==> src/rtl/dpram_arb.sv <==
// Two-requester arbiter in front of a simple dual-port RAM with independent
// write-port and read-port round-robin. Optional feature: DPRAM_ARB_WR_BYPASS_EN.
module dpram_arb #(
  parameter int ADDR_WIDTH = 4,
  parameter int DATA_WIDTH = 4
) (
  input  logic                  clk,
  input  logic                  rst_n,
  input  logic                  a_valid,
  input  logic                  a_wr,
  input  logic [ADDR_WIDTH-1:0] a_addr,
  input  logic [DATA_WIDTH-1:0] a_wdata,
  output logic                  a_ready,
  output logic                  a_rvalid,
  output logic [DATA_WIDTH-1:0] a_rdata,
  input  logic                  b_valid,
  input  logic                  b_wr,
  input  logic [ADDR_WIDTH-1:0] b_addr,
  input  logic [DATA_WIDTH-1:0] b_wdata,
  output logic                  b_ready,
  output logic                  b_rvalid,
  output logic [DATA_WIDTH-1:0] b_rdata,
  output logic                  ram_wren,
  output logic [ADDR_WIDTH-1:0] ram_wraddr,
  output logic [DATA_WIDTH-1:0] ram_wrdata,
  output logic [ADDR_WIDTH-1:0] ram_rdaddr,
  input  logic [DATA_WIDTH-1:0] ram_rddata
);

  typedef enum logic {
    FAV_A = 1'b0,
    FAV_B = 1'b1
  } fav_e;

  fav_e                  wr_fav;
  fav_e                  rd_fav;
  logic                  a_wreq, b_wreq, a_rreq, b_rreq;
  logic                  wr_gnt_a, wr_gnt_b, rd_gnt_a, rd_gnt_b;
  logic                  wr_contend, rd_contend;
  logic [ADDR_WIDTH-1:0] wraddr_q, rdaddr_q;
  logic [DATA_WIDTH-1:0] wrdata_q;
  logic                  a_rv_q, b_rv_q;
  logic [DATA_WIDTH-1:0] rsp_data;

  // Requests are masked by rst_n so grants stay low for the whole reset.
  always_comb begin
    a_wreq     = a_valid & a_wr & rst_n;
    b_wreq     = b_valid & b_wr & rst_n;
    a_rreq     = a_valid & ~a_wr & rst_n;
    b_rreq     = b_valid & ~b_wr & rst_n;
    wr_contend = a_wreq & b_wreq;
    rd_contend = a_rreq & b_rreq;
    wr_gnt_a   = a_wreq & (~b_wreq | (wr_fav == FAV_A));
    wr_gnt_b   = b_wreq & (~a_wreq | (wr_fav == FAV_B));
    rd_gnt_a   = a_rreq & (~b_rreq | (rd_fav == FAV_A));
    rd_gnt_b   = b_rreq & (~a_rreq | (rd_fav == FAV_B));
  end

  always_comb begin
    a_ready  = wr_gnt_a | rd_gnt_a;
    b_ready  = wr_gnt_b | rd_gnt_b;
    ram_wren = wr_gnt_a | wr_gnt_b;
    if (wr_gnt_a) begin
      ram_wraddr = a_addr;
      ram_wrdata = a_wdata;
    end else if (wr_gnt_b) begin
      ram_wraddr = b_addr;
      ram_wrdata = b_wdata;
    end else begin
      ram_wraddr = wraddr_q;
      ram_wrdata = wrdata_q;
    end
    if (rd_gnt_a)      ram_rdaddr = a_addr;
    else if (rd_gnt_b) ram_rdaddr = b_addr;
    else               ram_rdaddr = rdaddr_q;
  end

  always_ff @(posedge clk or negedge rst_n) begin
    if (!rst_n) begin
      wr_fav   <= FAV_A;
      rd_fav   <= FAV_A;
      wraddr_q <= '0;
      wrdata_q <= '0;
      rdaddr_q <= '0;
      a_rv_q   <= 1'b0;
      b_rv_q   <= 1'b0;
    end else begin
      // Pointers move only when both requesters competed for the port.
      if (wr_contend) wr_fav <= wr_gnt_a ? FAV_B : FAV_A;
      if (rd_contend) rd_fav <= rd_gnt_a ? FAV_B : FAV_A;
      wraddr_q <= ram_wraddr;
      wrdata_q <= ram_wrdata;
      rdaddr_q <= ram_rdaddr;
      a_rv_q   <= rd_gnt_a;
      b_rv_q   <= rd_gnt_b;
    end
  end

`ifdef DPRAM_ARB_WR_BYPASS_EN
  logic                  byp_hit_q;
  logic [DATA_WIDTH-1:0] byp_data_q;

  // Same-cycle read/write collision: the RAM returns old data, so forward the write.
  always_ff @(posedge clk or negedge rst_n) begin
    if (!rst_n) begin
      byp_hit_q  <= 1'b0;
      byp_data_q <= '0;
    end else begin
      byp_hit_q  <= ram_wren & (rd_gnt_a | rd_gnt_b) & (ram_wraddr == ram_rdaddr);
      byp_data_q <= ram_wrdata;
    end
  end

  always_comb rsp_data = byp_hit_q ? byp_data_q : ram_rddata;
`else
  always_comb rsp_data = ram_rddata;
`endif

  always_comb begin
    a_rvalid = a_rv_q;
    b_rvalid = b_rv_q;
    a_rdata  = a_rv_q ? rsp_data : '0;
    b_rdata  = b_rv_q ? rsp_data : '0;
  end

endmodule
==> config.mk <==
export PLATFORM = sky130hd
export DESIGN_NAME = dpram_arb
export DESIGN_NICKNAME = d
export VERILOG_FILES = /design/src/rtl/dpram_arb.sv
export SDC_FILE = /design/constraint.sdc
export NUM_CORES = 1
export LEC_CHECK = 0
export CAP_MARGIN = 30
export CORE_UTILIZATION = 36
export DETAILED_ROUTE_END_ITERATION = 12
export PLACE_DENSITY = 0.76
export SYNTH_ARGS = -nofsm -noshare
export SYNTH_HDL_FRONTEND = slang
export SYNTH_SLANG_ARGS = --single-unit
export TNS_END_PERCENT = 30
==> constraint.sdc <==
create_clock -name clk -period 1.2 [get_ports clk]
set_input_delay 0.24 -clock clk [delete_from_list [all_inputs] [get_ports clk]]
set_output_delay 0.24 -clock clk [all_outputs]
set_load 0.02 [all_outputs]
* Word-level counts from Yosys, hierarchy flattened *
Index checks and enable logic that the tools add are counted.

word-level totals
  register bits after elaboration = 16
  input bits = 26
  output and inout bits = 25
  word-level logic and storage cells = 46

cells by class
  multiplexer cells = 10
  bitwise operators = 29

operator list
  kind               number
  two-way mux 4 bit  8
  AND 1 bit          14
  inverter 1 bit     8
  OR 1 bit           7
  two-way mux 1 bit  2

* Longest topological paths before layout *
  depth after elaboration = 8
  depth in mapped cells = 5
  depth with buffers taken out = 3

* Least setup slack after synthesis *
Ideal clock, no wire load.

  path kind = reg-to-output
  from = register rd_fav
  to = output ram_rdaddr[0]
  arrival time = 1187 ps
  data required time = 960 ps
  setup slack = -227 ps
  stages on the path, launching flop included = 4
  path buffers = 0
  path through = dfrtp_1 -> nor3b_2 -> nor3b_1 -> a221oi_2

on the way
  longest elaborated chain between the ends = 4
  elaborated cells on any way between the ends = 7
  classes of those cells = mux (2); bitwise (5)

ends and longest elaborated chain
  item                                            RTL line  text
  start: declaration                              36        fav_e rd_fav;
  start signal: assignment                        90        if (rd_contend) rd_fav <= rd_gnt_a ? FAV_B : FAV_A;
  OR 1 bit or inverter 1 bit (tied branches)      56, 55
  AND 1 bit or OR 1 bit (tied branches)           56, 55
  two-way mux 4 bit or AND 1 bit (tied branches)  74, 55
  two-way mux 4 bit (*)                           73        if (rd_gnt_a) ram_rdaddr = a_addr;
  end: declaration                                26        output logic [ADDR_WIDTH-1:0] ram_rdaddr,

Mark *: on every way between the ends. The rest lies on a longest branch, timed or not.

* Final worst setup path *
Same ends and word-level chain as after synthesis.

==> flow_summary.ini <==
[die]
core_um2 = 2570
rows = 18
die_y_um = 55.2
io_pins = 51
die_w_um = 55.2
start_util = 0.396
dieArea_um2 = 3040

[run_status]
violations = setup timing
status = finished with violations

[sta]
fin_ws_ns = -0.647
drv_slew = 0
slew_headroom = 0.822
timing.final.crit_share = 1.54
fmax_ghz = 0.541
rsz0062_at_grt = yes
setup_violations = 29
min_period_ns = 1.85
skew_ns = 0.00605
hold_violations = 0
hold_ws_ns = 0.0140
tightest_slew_ns = 0.267

[global_route]
antenna_found_initial = 0
grt-ovfl-total = 0
grt_pass1_vias = 1146
grt_usage = 0.258
grt_max_degree = 11
grt_pass1_wl_um = 5260

[drt]
wl_met3_um = 200
route.detailed.drc = 0
wl_met1_um = 1410
drtPass1Iterations = 4
highest_layer = met4
wl_um = 3600
drt_iter0_markers = 16
vias = 1130
via_per_inst = 5.31
ant_nets = 0
wl_per_cell_um = 16.9
dr_wl_met2_um = 1920

[placed_design]
placed_cell_area_um2 = 1750
port-buffer-count = 50
dp.cells = 191
hpwl_um = 2460
routabilityCongestion = 0.804

[worst_setup_path]
ff2ff_setup_slack_ns = -0.26
critPathLaunchType = register
cp_slowest_cell = dfrtp_2
cp_max_fo = 4
r2r_cells = 6
worstReg2RegStart = rd_fav
r2r-end = rdaddr_q[0]
cp-end-kind = output port
required_ns = 0.96
crit_chain = nor3b_4 > buf_4 > nor3b_2 > a221oi_4 > buf_6
critical_path_class = register to output port
startpoint = rd_fav
critPathMaxStageDelay_ns = 0.48
arrival_ns = 1.61

[power_and_ir_drop]
pwr_density_cell_nw_per_um2 = 1140
leakage_nw = 0.882
power_mw = 2.25
ir_worst_vdd_mv = 0.802

[layout]
layout.nets = 210
n_antenna_cell = 0
final_common_cell = buf_4
stdcell_count = 213
drive_above_1_share = 0.525
mostFrequentLayoutCells = buf_4 (40), clkdlybuf4s50_1 (20), buf_6 (16)
design_area_um2 = 1970
syn_to_final_growth_pct = 93.8

[synthesis]
yosys_warnings = 0
synth-async-reset-ratio = 1.00
synthFlopType = dfrtp_1
yosysSeqAreaShare = 0.394
ys_ff_latch = 16
synth_nets = 121
syn-instance-count = 95
netlist_area_um2 = 1020
synth_edf_count = 0
synth_area_per_cell_um2 = 10.7
synth_cell_type_count = 30

[cts]
cts_buffer_depth = 2
cts_htree_levels = 1
cts_buffers = 3
root_buffer = clkbuf_4
clk_pin_slew_ns = 0.10
cts_tree = yes
clkLatencyLatePin_ns = 0.29
cts_sinks = 16

[flow_run]
cap_violations = 0

[worst_hold_path]
hold_class = primary input to asynchronous set/reset pin
kinds of logic after synthesis:
| group | synth area share |
|---|---|
| buffers and inverters | 0.0615 |
| DFF | 0.394 |
| and+or+nand+nor | 0.324 |
| AOI/OAI and AO/OA | 0.204 |
| xor gates and xnor gates | 0.0172 |
repair_timing:
item	4_1_cts	5_1_grt
gates resized for setup	153	7
endpoints found under the setup margin	41	33
hold endpoints to repair	1	0
gates cloned	1	0
hold buffers	1	0
setup buffers	13	3
pin swaps	15	6
cell type report:
class                   instances  area (um2)
inverters                       5        18.8
repair buffers                 89         772
multi-input cells              69         706
fillers                       181         596
well taps                      30        37.5
flip-flops and latches         16         402
clock buffers                   4        36.3
per-stage QoR:
| stage | setup slack [ns] | util | TNS [ns] |
|---|---|---|---|
| after floorplan | -0.171 | - | -1.71 |
| after global placement | -1.21 | 0.681 | -28.71 |
| after detailed placement | -1.28 | 0.681 | -29.54 |
| after CTS | -0.623 | 0.752 | -8.65 |
| after global routing | -0.723 | 0.768 | -10.96 |
| final | -0.647 | 0.768 | -9.16 |
layer usage:
| metal | vias up | global-route usage |
|---|---|---|
| li1 | 533 | - |
| met1 | 551 | 0.303 |
| met2 | 40 | 0.464 |
| met3 | 6 | 0.0464 |
| met4 | 0 | 0.0917 |
| met5 | - | 0 |
power by group:
part           total [mW]  internal [mW]  leakage [nW]  switching [mW]
Combinational        1.14          0.645         0.680           0.494
Clock               0.368          0.185        0.0210           0.184
Sequential          0.740          0.651         0.181          0.0891
worst max-delay path by stage:
stage	end
floorplan	ram_rdaddr[0]
global placement	ram_wrdata[1]
detailed placement	ram_wrdata[1]
CTS	ram_rdaddr[1]
global route	ram_rdaddr[0]
finish	ram_rdaddr[0]
flip-flops by register name, summed over array words and instances (netlist names):
register,cells
rdaddr_q,4
wraddr_q,4
wrdata_q,4
a_rvalid,1
b_rvalid,1
rd_fav,1
wr_fav,1
cell usage after synthesis (2+ instances only):
master,count,area share
nand3_1,4,0.020
a221oi_2,4,0.059
nor3b_1,4,0.030
buf_4,3,0.022
nand4b_1,4,0.034
nand2b_4,2,0.027
dfrtp_1,16,0.39
nor3_1,2,0.0098
nand2_1,2,0.0074
inv_1,5,0.018
nor2b_1,9,0.055
nand4_1,6,0.037
o221a_2,4,0.044
and2_1,10,0.062
buf_2,2,0.0098
o211a_1,4,0.039
worst max-delay path, delay by kind of cell, from the launching register on:
family,cells,cell delay [ns]
DFF,1,0.48
and+or+nand+nor,2,0.28
buffers and inverters,2,0.31
AOI/OAI and AO/OA,1,0.24
No activity file was read; power rests on OpenSTA's default activity.
==> RTL edit, RTL diff (config.mk and constraints unchanged) <==
Build with the macro `DPRAM_ARB_WR_BYPASS_EN` defined.
--- a/src/rtl/dpram_arb.sv
+++ b/src/rtl/dpram_arb.sv
@@ -2,2 +2,4 @@
 // write-port and read-port round-robin. Optional feature: DPRAM_ARB_WR_BYPASS_EN.
+`define DPRAM_ARB_WR_BYPASS_EN
+
 module dpram_arb #(
Function: changed (a bounded check fails within 4 cycles, from zero or initial values and one cycle with rst_n low).
==> RTL edit against the unedited design <==
The flow still finishes with violations (negative setup slack); setup slack lost 0.069 ns; die area up 1.9%; via count is 0.35% lower; area after synthesis is 2.0% higher; global-route usage decreased by 3.0 points; sequential power is 4.7% higher; total power increased by 5.1%; clock power down 14%; utilization shrank 1.3 points; design area increased by 4.6%; sequential cell count up 1; routed wire length down 1.9%; critical path type unchanged; critical endpoint is now ram_wraddr[0]; largest power group unchanged.
==> RTL edit: results (changes against the unedited design) <==
| Metric | Value |
|---|---|
| Global Route met3 Usage | 3.02% (-1.6 points) |
| Commonest cells post-synth | dfrtp_1 (17), nor2_1 (13), nor2b_1 (12), nand2_1 (6) |
| Seq/Total Area, Yosys | 41.0% (+1.7 points) |
| Reg2reg setup slack | -0.62 ns (-0.36 ns) |
| Failing checks | negative setup slack |
| Vias | 1126 (-0.35%) |
| Initial drt markers | 17 (+1) |
| Post-CTS Setup Inserts | 7 (-6) |
| P_leak | 0.938 nW (+6.3%) |
| Met1 usage | 25.3% (-5.0 points) |
| Reg2reg end | byp_hit_q$_DFF_PN0_ |
| Setup Viol. Count Final | 37 (+28%) |
| Worst setup startpoint | wr_fav$_DFFE_PN0P_ |
| WHS | 0.149 ns (+0.135 ns) |
| Part of the power in registers | 32.8% (about the same) |
| Top delay family on crit path | simple AND/OR/NAND/NOR gates |
| Post-DP HPWL | 2570 um (+4.2%) |
| Top area cells in the synthesized netlist | dfrtp_1 (41%), nor2b_1 (7.2%), o221a_2 (5.4%) |
| Drt via density | 5.14 (-3.1%) |
| Grt met2 use | 45.1% (-1.3 points) |
| First-pass GRT wire length | 5550 um (+5.4%) |
| Status | finished, violations left |
| Layout cells sized above 1 | 58.0% (+5.5 points) |
| Post-Place Cell Area | 0.00180 mm2 (+2.9%) |
| Filler cells | 182 (+0.55%) |
| Reg2Reg Depth | 7 (+1) |
| Critical path arrival | 1.68 ns (+0.07 ns) |
| CTS resizes | 159 (+3.9%) |
| Clock Skew | 0.00204 ns (-0.00401 ns) |
| Top flop regs | byp_data_q: 4 flops, rdaddr_q: 4 flops, wraddr_q: 4 flops |
| Clock power frac | 13.4% (-3.0 points) |
| Synth cell types | 33 (+10%) |
| Post-Route WL | 3530 um (-1.9%) |
| Final WS setup | -0.716 ns (-0.0688 ns) |
| CP max-delay cell | or4b_4 |
| Switching share of power | 34.6% (+0.50 points) |
| Mapped Nets | 130 (+7.4%) |
| Placer Congestion | 0.845 (+5.1%) |
RTL edit: cells by family after synthesis:
| kind of cell | after synthesis | share of synthesized area (%) |
|---|---|---|
| xor+xnor | 6 | 5.79 |
| flops | 17 | 41.0 |
| compound gates | 15 | 14.2 |
| mux | 4 | 3.86 |
| simple gates | 56 | 31.4 |
| buf+inv | 6 | 3.74 |
RTL edit: layout make-up:
class                      instances  area [um2]  area share, %
clock buffer                       3        22.5           1.09
clock inverter                     1        5.00          0.243
inverter                           2        7.51          0.364
multi-input combinational         81         786           38.1
sequential                        17         427           20.7
tap                               31        38.8           1.88
timing repair buffer              84         777           37.7
RTL edit: metal layers:
layer | up-vias | part of all wire [%]
li1 | 540 | -
met1 | 539 | 39
met5 | - | 0
met2 | 43 | 55
met4 | 0 | 0.88
met3 | 4 | 5.0
